[config.mk]
export PLATFORM = sky130hd
export DESIGN_NAME = icache_refill
export DESIGN_NICKNAME = d
export VERILOG_FILES = /design/src/rtl/icache_refill.sv
export SDC_FILE = /design/constraint.sdc
export NUM_CORES = 1
export LEC_CHECK = 0
export ABC_CLOCK_PERIOD_IN_PS = 3690
export CORE_MARGIN = 4
export CORE_UTILIZATION = 25
export DETAILED_ROUTE_END_ITERATION = 8
export DONT_BUFFER_PORTS = 1
export GPL_TIMING_DRIVEN = 0
export MAX_ROUTING_LAYER = met4
export SLEW_MARGIN = 20
export SYNTH_ARGS = -nofsm -noshare
export SYNTH_HDL_FRONTEND = slang
export SYNTH_SLANG_ARGS = --single-unit
[constraint.sdc]
create_clock -name CLK -period 3.69 [get_ports CLK]
set_clock_uncertainty 0.1 [all_clocks]
set_input_delay 0.738 -clock CLK [delete_from_list [all_inputs] [get_ports CLK]]
set_output_delay 0.738 -clock CLK [all_outputs]
set_load 0.03 [all_outputs]
[src/rtl/icache_refill.sv]
// icache_refill: instruction-cache miss service engine. On cache_miss it
// reads one 32-bit word from SPI flash using the 0x03 READ command in SPI
// mode 0. It returns the word on write_data together with a one-cycle
// fetch pulse.
//
// Ports
//   CLK, RST          system clock, synchronous active-high reset
//   cache_miss        miss request, held high by the icache until fetch
//   miss_addr[19:0]   missed byte address (bits [1:0] ignored)
//   fetch             one-cycle pulse, write_data valid
//   write_data[31:0]  fetched word, lowest flash byte in [7:0]
//   busy              request in progress (includes deselect guard)
//   spi_cs_n, spi_sck, spi_mosi, spi_miso   flash pins (mode 0)
//
// Optional feature macro: ICACHE_REFILL_SEQ_EN
//   When defined, the flash stays selected after a word. A miss at the
//   next word address continues the open read without resending the
//   command.
//
// state | meaning
// IDLE  | waiting for cache_miss
// CMD   | shifting out 0x03 + 24-bit address
// DATA  | clocking in 32 data bits
// RESP  | fetch pulse, word presented
// GUARD | flash deselect time (also re-command gap in SEQ mode)
// OPEN  | SEQ mode only: flash left selected, awaiting next miss

module icache_refill #(
  parameter logic [23:0] FLASH_BASE = 24'h100000,
  parameter int unsigned CLK_DIV    = 2
) (
  input  logic        CLK,
  input  logic        RST,
  input  logic        cache_miss,
  input  logic [19:0] miss_addr,
  output logic        fetch,
  output logic [31:0] write_data,
  output logic        busy,
  output logic        spi_cs_n,
  output logic        spi_sck,
  output logic        spi_mosi,
  input  logic        spi_miso
);

  localparam logic [7:0] DIV_LOAD = 8'(CLK_DIV - 1);
  localparam logic [7:0] CMD_READ = 8'h03;

  typedef enum logic [2:0] {IDLE, CMD, DATA, RESP, GUARD, OPEN} state_t;

  state_t      state, state_next;
  logic [7:0]  div_cnt;
  logic [5:0]  bit_cnt;
  logic [31:0] shreg;
  logic [23:0] flash_addr;
  logic [23:0] new_addr;
  logic        restart;
  logic        tick;
  logic        fall;

  assign new_addr = FLASH_BASE + {4'b0, miss_addr & 20'hFFFFC};
  assign tick     = (div_cnt == 8'd0);
  assign fall     = tick & spi_sck;

`ifdef ICACHE_REFILL_SEQ_EN
  logic open_first;
  logic seq_hit;
  assign seq_hit = (new_addr == flash_addr + 24'd4);
`endif

  always_ff @(posedge CLK) begin
    if (RST) state <= IDLE;
    else     state <= state_next;
  end

  always_comb begin
    state_next = state;
    case (state)
      IDLE:  if (cache_miss) state_next = CMD;
      CMD:   if (fall && bit_cnt == 6'd32) state_next = DATA;
      DATA:  if (fall && bit_cnt == 6'd0) state_next = RESP;
`ifdef ICACHE_REFILL_SEQ_EN
      RESP:  state_next = OPEN;
      OPEN:  if (!open_first && cache_miss) state_next = seq_hit ? DATA : GUARD;
`else
      RESP:  state_next = GUARD;
      OPEN:  state_next = IDLE;
`endif
      GUARD: if (tick && bit_cnt == 6'd0) state_next = restart ? CMD : IDLE;
      default: state_next = IDLE;
    endcase
  end

  always_ff @(posedge CLK) begin
    if (RST) begin
      div_cnt    <= 8'd0;
      bit_cnt    <= 6'd0;
      shreg      <= 32'd0;
      flash_addr <= 24'd0;
      restart    <= 1'b0;
      fetch      <= 1'b0;
      write_data <= 32'd0;
      busy       <= 1'b0;
      spi_cs_n   <= 1'b1;
      spi_sck    <= 1'b0;
      spi_mosi   <= 1'b0;
`ifdef ICACHE_REFILL_SEQ_EN
      open_first <= 1'b0;
`endif
    end else begin
      fetch <= 1'b0;
`ifdef ICACHE_REFILL_SEQ_EN
      open_first <= 1'b0;
`endif
      case (state)
        IDLE: begin
          if (cache_miss) begin
            flash_addr <= new_addr;
            busy       <= 1'b1;
            spi_cs_n   <= 1'b0;
            spi_sck    <= 1'b0;
            spi_mosi   <= CMD_READ[7];
            div_cnt    <= DIV_LOAD;
            bit_cnt    <= 6'd63;
            shreg      <= {CMD_READ, new_addr};
          end
        end
        CMD, DATA: begin
          if (!tick) begin
            div_cnt <= div_cnt - 8'd1;
          end else begin
            div_cnt <= DIV_LOAD;
            if (!spi_sck) begin
              spi_sck <= 1'b1;
              if (state == DATA) shreg <= {shreg[30:0], spi_miso};
            end else begin
              spi_sck <= 1'b0;
              // bit_cnt==32 ends the last command bit; MOSI then idles at 0
              if (state == CMD && bit_cnt != 6'd32) begin
                shreg    <= {shreg[30:0], 1'b0};
                spi_mosi <= shreg[30];
              end else begin
                spi_mosi <= 1'b0;
              end
              if (bit_cnt == 6'd0) begin
                fetch      <= 1'b1;
                write_data <= {shreg[7:0], shreg[15:8], shreg[23:16], shreg[31:24]};
`ifndef ICACHE_REFILL_SEQ_EN
                spi_cs_n   <= 1'b1;
`endif
              end else begin
                bit_cnt <= bit_cnt - 6'd1;
              end
            end
          end
        end
        RESP: begin
`ifdef ICACHE_REFILL_SEQ_EN
          busy       <= 1'b0;
          open_first <= 1'b1;
`else
          // guard is two half-periods of CLK_DIV cycles each
          div_cnt <= DIV_LOAD;
          bit_cnt <= 6'd1;
`endif
        end
        GUARD: begin
          if (!tick) begin
            div_cnt <= div_cnt - 8'd1;
          end else if (bit_cnt != 6'd0) begin
            bit_cnt <= bit_cnt - 6'd1;
            div_cnt <= DIV_LOAD;
          end else if (restart) begin
            restart  <= 1'b0;
            spi_cs_n <= 1'b0;
            spi_sck  <= 1'b0;
            spi_mosi <= CMD_READ[7];
            div_cnt  <= DIV_LOAD;
            bit_cnt  <= 6'd63;
            shreg    <= {CMD_READ, flash_addr};
          end else begin
            busy <= 1'b0;
          end
        end
`ifdef ICACHE_REFILL_SEQ_EN
        OPEN: begin
          if (!open_first && cache_miss) begin
            flash_addr <= new_addr;
            busy       <= 1'b1;
            div_cnt    <= DIV_LOAD;
            if (seq_hit) begin
              bit_cnt <= 6'd31;
            end else begin
              spi_cs_n <= 1'b1;
              restart  <= 1'b1;
              bit_cnt  <= 6'd1;
            end
          end
        end
`endif
        default: ;
      endcase
    end
  end

endmodule

[Yosys cells after proc, flatten, opt, wreduce, memory -nomap -nowiden]
Cells that the tools add are included.
Operators by class
  bitwise gates (word level): 5
  add/subtract/negate cells: 3
  reductions and logical operators: 22
  equality and inequality tests: 20
  multiplexer cells: 40
Operator list (number)
  two-way mux 32 bit: 5
  case mux 32 bit (2 select lines): 1
  two-way mux 6 bit: 6
  two-way mux 8 bit: 4
  case mux 8 bit (4 select lines): 1
  case mux 6 bit (4 select lines): 1
  adder 21 x 20 -> 22 bit, first input constant: 1
  inequality test 2 bit, second input constant: 11
  AND reduction 8 bit: 2
  case mux 3 bit (5 select lines): 1
  AND reduction 7 bit: 2
  two-way mux 1 bit: 13
  two-way mux 3 bit: 4
  AND reduction 4 bit: 3
  inequality test 3 bit, second input constant: 3
  zero test 8 bit: 1
  case mux 1 bit (2 select lines): 4
  subtractor 8 x 1 -> 8 bit, second input constant: 1
  equality test 3 x 2 -> 1 bit, second input constant: 2
  equality test 6 bit, second input constant: 1
  zero test 6 bit: 1
  inequality test 6 bit, second input constant: 1
  AND reduction 6 bit: 1
  nonzero test 6 bit: 1
  other kinds (13): 19
Storage, ports and cells
  register bits after elaboration: 86
  word-level logic and storage cells: 100
  output and inout bits: 37

[Logic depth before layout (Yosys ltp)]
Gate-level depths: netlist of run 1.
  word-level depth: 6
  mapped depth: 8
  gate-level depth less buffers: 7

[Worst setup path before layout of run 1]
No wires, ideal clock.
  kind: reg-to-reg
  start point: register bit_cnt[0]
  end point: register div_cnt[5]
  clock period less this slack: 2112 ps
  stages on the path, launching flop included: 8
  library setup time: 121 ps
  arrival time: 1891 ps
  buffers on the path: 0
  path slack: 1578 ps
  required time: 3469 ps
  path through: dfxtp_1 > inv_1 > ha_1 > or4b_4 > o41ai_4 > and2_4 > o31a_1 > nor2_1
Between the ends
  word-level cells in the longest chain between the ends: 3
RTL lines
  from (decl): RTL line 52  | logic [5:0] bit_cnt;
  from (signal assigned): RTL line 151  | bit_cnt <= bit_cnt - 6'd1;
  from (signal assigned): RTL line 170  | bit_cnt <= bit_cnt - 6'd1;
  nonzero test 6 bit: RTL line 169  | end else if (bit_cnt != 6'd0) begin
  inequality test 3 bit (no source line)
  AND reduction 3 bit (no source line)
  to (signal assigned): RTL line 129  | div_cnt <= div_cnt - 8'd1;
  to (signal assigned): RTL line 168  | div_cnt <= div_cnt - 8'd1;
  to (decl): RTL line 51  | logic [7:0] div_cnt;
No other way between the ends.
A chain may end at the register's enable or synchronous reset.

[Worst setup path in the final report of run 1]
  start point: register bit_cnt[0]
  end point: register write_data[6]
Between the ends
  word-level cells in the longest chain between the ends: 2
RTL lines
  zero test 6 bit: RTL line 144  | if (bit_cnt == 6'd0) begin
  AND reduction 4 bit (no source line)
  to (signal assigned): RTL line 146  | write_data <= {shreg[7:0], shreg[15:8], shreg[23:16], shreg[31:24]};
  to (decl): RTL line 37  | output logic [31:0] write_data,
No other way between the ends.

==> results of run 1 <==
cells by family (layout without fill, tap and decap cells):
family / Yosys count / in the layout / share of synthesized area, %
AO/OA/AOI/OAI: 121 / 121 / 25.0
adder cells (fa/ha/maj): 5 / 5 / 1.65
AND/OR/NAND/NOR: 149 / 149 / 19.9
XOR/XNOR: 2 / 2 / 0.483
flip-flops: 86 / 86 / 47.4
buffers and inverters: 37 / 53 / 4.65
multiplexers: 3 / 3 / 0.862
sequential cells by signal, summed over array words and instances (netlist names):
name,cells
shreg,32
spi_sck,1
spi_cs_n,1
div_cnt,8
busy,1
bit_cnt,6
write_data,32
fetch,1
state,3
spi_mosi,1
stage by stage:
stage / hold slack, ns / setup slack, ns / area [µm²] / std cells / utilization, %
floorplan: 0.331 / 1.58 / 3630 / 403 / -
global placement: 0.341 / 1.21 / 3850 / 583 / 27.5
detailed placement: 0.343 / 1.24 / 3850 / 583 / 27.5
CTS: 0.352 / 1.22 / 4160 / 599 / 29.6
global route: 0.399 / 1.06 / 4160 / 599 / 29.6
finish: 0.351 / 1.23 / 4160 / 599 / 29.6
where the power goes:
group | total [mW] | switching [mW] | internal [mW]
logic | 0.950 | 0.608 | 0.343
clock network | 0.900 | 0.422 | 0.478
registers | 1.23 | 0.152 | 1.08
layout make-up:
type,instances,share of cell area (%)
Multi-Input combinational cell,280,41.9
Sequential cell,86,41.4
Clock buffer,9,5.42
Tap cell,180,5.42
Buffer,31,3.52
Clock inverter,7,1.81
Inverter,6,0.542
cell usage after synthesis (2+ instances only):
| master | instances |
|---|---|
| ha_1 | 4 |
| a311oi_1 | 22 |
| o21bai_1 | 3 |
| a41oi_1 | 2 |
| dfxtp_1 | 86 |
| nor2_1 | 35 |
| o31a_1 | 2 |
| a211oi_1 | 2 |
| nor4b_1 | 2 |
| mux2i_1 | 2 |
| or4b_4 | 2 |
| nand4b_1 | 2 |
| buf_4 | 4 |
| nor4_1 | 3 |
| buf_2 | 12 |
| a31oi_1 | 6 |
| inv_1 | 6 |
| a21oi_1 | 26 |
| o21ai_1 | 3 |
| a22o_1 | 31 |
| or2_0 | 2 |
| nand2b_1 | 3 |
| nand4_1 | 4 |
| clkbuf_1 | 14 |
| nand3_1 | 15 |
| nor2_2 | 3 |
| o21ai_0 | 10 |
| nor3_1 | 8 |
| o211ai_1 | 4 |
| xnor2_1 | 2 |
| nand2_1 | 56 |
| or3_1 | 6 |
per-layer routing:
metal / vias to the layer above / share of wire, %
met1: 1461 / 43
met2: 99 / 46
met3: 9 / 9.0
met5: - / 0
met4: 0 / 1.1
li1: 1512 / -
worst min-delay path by stage:
stage / from / end
4_1_cts: shreg[31] / shreg[31]
2_1_floorplan: shreg[31] / shreg[31]
5_1_grt: shreg[21] / shreg[21]
3_5_place_dp: shreg[31] / shreg[31]
3_3_place_gp: shreg[31] / shreg[31]
6_report: shreg[31] / shreg[31]
worst max-delay path, stage by stage (launching register included):
cell and delay, ns:
dfxtp_1 0.33, inv_1 0.10, ha_1 0.24, or4b_4 0.54, nor2_2 0.21, a41oi_1 0.28, buf_2 0.30, a22o_1 0.25
==> results_dict.tcl, run 1 <==
set metrics [dict create \
    outcome "finished clean" \
    cts_tree "done" \
    cp-end-kind "flop" \
    cp-startpoint "bit_cnt[0]" \
    dieArea_mm2 0.0165 \
    relSlewSlack_pct 55.6 \
    grt_max_degree 19 \
    synth_nets 431 \
    crit_fanout 10 \
    rr_worst_depth 7 \
    arrival_ns 2.60 \
    via_per_inst 5.14 \
    num-nets-final 442 \
    worstReg2RegStart "bit_cnt[0]" \
    postRouteAntennaNets 0 \
    setup_tns_ns 0 \
    cts_made_buffers 9 \
    yosysTopAreaCell "dfxtp_1" \
    worst_slew_pin_slew_ns 0.661 \
    worstPathRequired_ns 3.83 \
    multi_input_area_mm2 0.00174 \
    synth_edf_count 0 \
    register_area_mm2 0.00172 \
    busiest_layer "met2" \
    setup_viol 0 \
    layout_commonest_cell "dfxtp_1" \
    antenna_found_initial 0 \
    layout_common_cells "dfxtp_1 (86), nand2_1 (56), nor2_1 (35)" \
    synth_seq_area_share_pct 47.4 \
    grt_pass1_wl_um 15500 \
    grt_pass1_vias 2888 \
    cts_root_buf "clkbuf_16" \
    vias 3081 \
    r2r_slack_ns 1.23 \
    p_leak_nw 1.49 \
    cts_buffer_depth 2 \
    port_buffers 0 \
    postCtsSetupBuffers 0 \
    min_period_ns 2.46 \
    post_cts_resized 0 \
    ys.flop_type "dfxtp_1" \
    rsz0062_at_grt "no" \
    grt_use_met1_pct 14.7 \
    startpoint_type "flop" \
    post_synth_num_cell_types 53 \
    hold_path_class "flop to flop" \
    syn_area_mm2 0.00363 \
    fill_cells 1470 \
    power_density_mw_per_mm2 741 \
    syn2layout_area_growth_pct 14.5 \
    drt_wl_total_um 9800 \
    power.total_mw 3.08 \
    gr-usage-met2_pct 18.8 \
    die_h_um 128 \
    path_class "flop to flop" \
    drive_above_1_share_pct 10.7 \
    place_congestion 0.869 \
    clk_pin_slew_worst_paths_ns 0.07 \
    synth.area.top_cells "dfxtp_1 (47%), a22o_1 (7.5%), nand2_1 (5.8%), a311oi_1 (5.3%), nor2_1 (3.6%)" \
    drtPass1Iterations 4 \
    remaining_drc_errors 0 \
    drtIter0Drc 209 \
    die_x_um 128 \
    start_util_pct 25.8 \
    maxSlewViolCount 0 \
    core_area_mm2 0.0140 \
    clk_latency_ns 0.35 \
    use_met3_pct 5.60 \
    ys_warn_count 0 \
    avgSynthCellArea_um2 9.01 \
    endpoint "write_data[6]" \
    route.detailed.wl_per_inst_um 16.4 \
    synth_seq_cells 86 \
    antenna_cells 0 \
    maxCapViolCount 0 \
    hpwlAfterDp_um 7250 \
    num_rows 43 \
    io_pins 61 \
    gr-total-overflow 0 \
    vdd_drop_max_mv 0.273 \
    hold_path_depth 2 \
    synth_cells 403 \
    post-route-period-util_pct 66.6 \
    fmax_mhz 407 \
    netlist.area_leader.share_pct 47.4 \
    async_flop_share_pct 0 \
    cts_hold_buf 0 \
    clock-sinks 86 \
    track_usage_pct 12.3 \
    htree_num_levels 3 \
    r2r_end "write_data[6]" \
    hold_viol_final 0 \
]
Note: power is estimated with default switching activity, not from simulation.
==> run 2: changes to the inputs <==
--- a/config.mk
+++ b/config.mk
@@ -5,7 +5,7 @@
 export SDC_FILE = /design/constraint.sdc
 export NUM_CORES = 1
 export LEC_CHECK = 0
-export ABC_CLOCK_PERIOD_IN_PS = 3690
+export ABC_CLOCK_PERIOD_IN_PS = 2400
 export CORE_MARGIN = 4
 export CORE_UTILIZATION = 25
 export DETAILED_ROUTE_END_ITERATION = 8
==> constraint.sdc (replaced) <==
create_clock -name CLK -period 2.4 [get_ports CLK]
set_clock_uncertainty 0.1 [all_clocks]
set_input_delay 0.48 -clock CLK [delete_from_list [all_inputs] [get_ports CLK]]
set_output_delay 0.48 -clock CLK [all_outputs]
set_load 0.03 [all_outputs]
==> run 2 against run 1 <==
Against the previous run:
- critical path depth unchanged
- fmax grew 8.2%
- combinational power grew 59%
- cell count rose by 0.50%
- global-route usage up 0.071 points
- sequential power rose by 54%
- largest power group unchanged
- highest routed layer unchanged
==> results_dict.tcl, run 2 (synthesis results as in run 1) <==
set metrics [dict create \
    layout_commonest_cell "dfxtp_1" \
    routed.top_layer "met4" \
    cp-end-kind "flop" \
    antenna_found_initial 0 \
    track_usage_pct 12.4 \
    hpwlAfterDp_um 7250 \
    grt_pass1_wl_um 15600 \
    internal_power_mw 2.94 \
    rr_worst_depth 7 \
    vias 3078 \
    core_area_mm2 0.0140 \
    biggestRegsByFlops "shreg (32), write_data (32), div_cnt (8)" \
    cts_buffer_depth 2 \
    gr-total-overflow 0 \
    cts_hold_buf 0 \
    worstPathRequired_ns 2.53 \
    drtPass1Iterations 4 \
    crit_fanout 6 \
    htree_num_levels 3 \
    instances_no_fill 602 \
    final_util_pct 30.1 \
    fill_cells 1456 \
    antenna_cells 0 \
    num_rows 43 \
    cts_made_buffers 9 \
    drtIter0Drc 219 \
    cts_tree "done" \
    wl_met1_um 4340 \
    swShare_pct 38.5 \
    dr_wl_met2_um 4570 \
    vdd_drop_max_mv 0.418 \
    route.detailed.wl_per_inst_um 16.4 \
    grt_pass1_vias 2905 \
    arrival_ns 2.40 \
    port_buffers 0 \
    outcome "finished clean" \
    p_comb_share_pct 31.5 \
    drt_wl_total_um 9870 \
    maxSlewViolCount 0 \
    dr_wl_met3_um 855 \
    post-route-period-util_pct 94.7 \
    pwr-share-clk_pct 28.9 \
    num-nets-final 445 \
    min_period_ns 2.27 \
    dieArea_mm2 0.0165 \
    layout_common_cells "dfxtp_1 (86), nand2_1 (56), nor2_1 (35)" \
    fmax_mhz 440 \
    switchingPower_mw 1.84 \
    place_congestion 0.869 \
    power_density_mw_per_mm2 1130 \
    clk_latency_ns 0.35 \
    drive_above_1_share_pct 13.0 \
    path_cells "inv_1, ha_1, or4b_4, o41ai_4, and2_4, o31a_1, nor2_1" \
    cp_slowest_cell "or4b_4" \
    grt_max_degree 19 \
    p_leak_nw 1.52 \
    clock-sinks 86 \
    maxCapViolCount 0 \
    io_pins 61 \
    remaining_drc_errors 0 \
    startpoint_type "flop" \
    setup_viol 0 \
    hold_viol_final 0 \
    relSlewSlack_pct 61.6 \
    clk_pin_slew_worst_paths_ns 0.07 \
    die_h_um 128 \
    start_util_pct 25.8 \
    sequentialPowerShare_pct 39.6 \
    worst_path_largest_cell_delay_ns 0.51 \
    postRouteAntennaNets 0 \
    via_per_inst 5.11 \
    path_class "flop to flop" \
    hold_path_depth 2 \
    cts_root_buf "clkbuf_16" \
    syn2layout_area_growth_pct 16.5 \
    die_x_um 128 \
    hold_path_class "input port to flop" \
    rsz0062_at_grt "no" \
    setup_tns_ns 0 \
    worst_slew_pin_slew_ns 0.576 \
    dp_cells 583 \
]
[run 2: cell count changes in the layout (fill, tap and decap cells not counted), moves of 2 or more]
cell and change:
buf_4 +4, nor2_2 -3, nor2_4 +3, clkbuf_1 -2, clkbuf_2 +2, nor4b_1 -2, nor4b_2 +2
[run 2: path summary, 6_finish.rpt]
| path | slack [ns] | to | start |
|---|---|---|---|
| min reg2reg | 0.35 | shreg[31] | shreg[31] |
| max reg2reg | 0.13 | div_cnt[5] | div_cnt[0] |
| max | 0.13 | div_cnt[5] | div_cnt[0] |
| min | 0.19 | shreg[15] | miss_addr[15] |
[run 2: per-stage QoR]
stage | total power, mW | hold slack, ns | cell area, µm² | setup WS (ns)
floorplan | 3.00 | 0.331 | 3630 | 0.288
global placement | 3.35 | 0.341 | 3850 | -0.0814
detailed placement | 3.37 | 0.343 | 3850 | -0.0518
CTS | 4.77 | 0.179 | 4190 | 0.00199
global route | 5.10 | 0.176 | 4230 | 0.00991
finish | 4.79 | 0.189 | 4230 | 0.127
[run 2: critical path: cells and delay by family, from the launching register on]
family	cells	cell delay (ns)
AO/OA/AOI/OAI	2	0.64
adder cells (fa/ha/maj)	1	0.18
buffers and inverters	1	0.10
flip-flops	1	0.33
AND/OR/NAND/NOR	3	0.81
[run 2: layout make-up]
class	instances	area, µm²	share of cell area (%)
clock inverter	7	75.1	1.78
buffer	31	151	3.58
timing repair buffer	3	22.5	0.533
inverter	6	22.5	0.533
clock buffer	9	225	5.33
sequential	86	1720	40.7
multi-input combinational	280	1780	42.2
tap	180	225	5.33
[run 2: layer usage]
layer	global-route usage, %	vias up
met3	5.60	7
met4	3.27	0
met2	19.0	93
met1	14.7	1462
met5	-	-
li1	-	1516
[run 2: timing repair]
action                                  4_1_cts  5_1_grt
pin swaps                                     2        3
buffers inserted                              2        1
endpoints found under the setup margin       31       71
gates resized for setup                       3       11
[run 2: power by group through the flow]
stage / Sequential, mW / Clock (mW) / Combinational, mW
finish: 1.90 / 1.38 / 1.51
global route: 1.94 / 1.49 / 1.68
global placement: 1.91 / 0 / 1.44
CTS: 1.89 / 1.42 / 1.47
floorplan: 1.86 / 0 / 1.14
detailed placement: 1.92 / 0 / 1.45
==> run 3: changes to the inputs <==
--- a/config.mk
+++ b/config.mk
@@ -10,8 +10,8 @@
 export CORE_UTILIZATION = 25
 export DETAILED_ROUTE_END_ITERATION = 8
 export DONT_BUFFER_PORTS = 1
-export GPL_TIMING_DRIVEN = 0
 export MAX_ROUTING_LAYER = met4
+export PLACE_DENSITY = 0.47
 export SLEW_MARGIN = 20
 export SYNTH_ARGS = -nofsm -noshare
 export SYNTH_HDL_FRONTEND = slang
==> run 3 against run 2 <==
Against the previous run:
- non-clock buffer count is 8 lower
- cell count down 1.3%
- die area did not move
- combinational power grew 15%
- worst hold slack worse by 0.078 ns
- power is 4.6% higher
- clock power about the same
- design area up 1.8%
- fmax is 0.63% higher
- register-to-register slack hardly changed
- worst setup slack better by 0.014 ns
- critical endpoint is now write_data[4]
- count of clock-buffer cells in the layout is 2 higher
==> results_dict.tcl, run 3 (synthesis results as in run 1) <==
set metrics [dict create \
    outcome "finished clean" \
    hold_path_depth 1 \
    setup_tns_ns 0 \
    rsz0062_at_grt "no" \
    postRouteAntennaNets 0 \
    gr-total-overflow 0 \
    path_class "flop to flop" \
    hold_path_class "input port to flop" \
    cts_tree "done" \
    layout_commonest_cell "dfxtp_1" \
    cts_made_buffers 9 \
    vias 2999 \
    die_x_um 128 \
    io_pins 61 \
    layout_common_cells "dfxtp_1 (86), nand2_1 (56), nor2_1 (34)" \
    remaining_drc_errors 0 \
    biggestRegsByFlops "shreg (32), write_data (32), div_cnt (8)" \
    grt_pass1_wl_um 15300 \
    num_rows 43 \
    postCtsSetupBuffers 0 \
    clk_pin_slew_worst_paths_ns 0.06 \
    drt_wl_total_um 9500 \
    route.detailed.wl_per_inst_um 16.0 \
    p_leak_nw 1.55 \
    grt_max_degree 55 \
    maxCapViolCount 0 \
    arrival_ns 2.39 \
    setup_viol 0 \
    cts_hold_buf 0 \
    cp-end-kind "flop" \
    setup_slack_ns 0.141 \
    num-nets-final 437 \
    worstPathRequired_ns 2.53 \
    vdd_drop_max_mv 0.397 \
    cts_root_buf "clkbuf_16" \
    clk_latency_ns 0.34 \
    hpwlAfterDp_um 6410 \
    hold_viol_final 0 \
    drtIter0Drc 200 \
    drtPass1Iterations 4 \
    grt_pass1_vias 2996 \
    via_per_inst 5.05 \
    place_congestion 0.829 \
    start_util_pct 25.8 \
    startpoint_type "flop" \
    fmax_mhz 443 \
    dieArea_mm2 0.0165 \
    antenna_cells 0 \
    relSlewSlack_pct 48.7 \
    cts_buffer_depth 2 \
    worst_slew_pin_slew_ns 0.763 \
    antenna_found_initial 0 \
    htree_num_levels 3 \
    fill_cells 1450 \
    post-route-period-util_pct 94.1 \
    rr_worst_depth 8 \
    preCtsSetupSlack_ns 0.0390 \
    maxSlewViolCount 0 \
    crit_fanout 31 \
    port_buffers 0 \
    power_density_mw_per_mm2 1160 \
    min_period_ns 2.26 \
    core_area_mm2 0.0140 \
    track_usage_pct 12.0 \
    post_cts_resized 0 \
    drive_above_1_share_pct 13.8 \
    die_h_um 128 \
    clock-sinks 86 \
    syn2layout_area_growth_pct 18.6 \
]
run 3: changes by cell type in the layout (fill, tap and decap cells not counted), moves of 2 or more:
cell	delta
clkbuf_1	-10
nor4b_1	+2
buf_4	+13
clkbuf_2	-2
buf_12	+5
nor2_2	+2
clkinv_4	-2
nor4b_2	-2
inv_8	-3
buf_2	-11
run 3: path summary, 6_finish.rpt:
path / start / to / slack [ns]
setup reg to reg: div_cnt[0] / write_data[4] / 0.14
hold / removal: RST / shreg[17] / 0.11
hold reg to reg: shreg[31] / shreg[31] / 0.35
setup / recovery: div_cnt[0] / write_data[4] / 0.14
run 3: final cells by class:
type                       instances  area [µm²]  area share (%)
clock buffer                      11         233            5.41
clock inverter                     5        58.8            1.37
inverter                           6        22.5           0.523
multi-input combinational        280        1790            41.5
sequential                        86        1720            40.0
tap                              180         225            5.23
timing repair buffer              26         258            5.99
run 3: routing by layer:
layer	global-route usage [%]	part of all wire, %	wire, µm
met1	14.1	45	4310
met2	18.4	46	4420
met3	4.36	6.5	621
met4	5.19	1.5	146
met5	-	0	0
run 3: worst max-delay path: stages, from the launching register on:
cell and delay, ns:
dfxtp_1 0.33, inv_1 0.10, ha_1 0.17, or4b_4 0.51, nor2_4 0.20, buf_4 0.15, a41oi_2 0.14, buf_12 0.20
a22o_1 0.24
run 3: report_power, final:
group | internal (mW) | total, mW | switching [mW]
Clock | 0.809 | 1.39 | 0.576
Sequential | 1.66 | 1.88 | 0.225
Combinational | 0.741 | 1.74 | 0.997
run 3: metrics by stage:
step	util (%)	power [mW]	hold slack [ns]	cells	cell area, µm²
finish	30.7	5.01	0.111	594	4310
global route	30.7	5.36	0.0934	594	4310
detailed placement	28.3	3.59	0.345	578	3980
global placement	28.3	3.57	0.336	578	3980
CTS	30.4	5.01	0.0886	594	4270
floorplan	-	3.00	0.331	403	3630
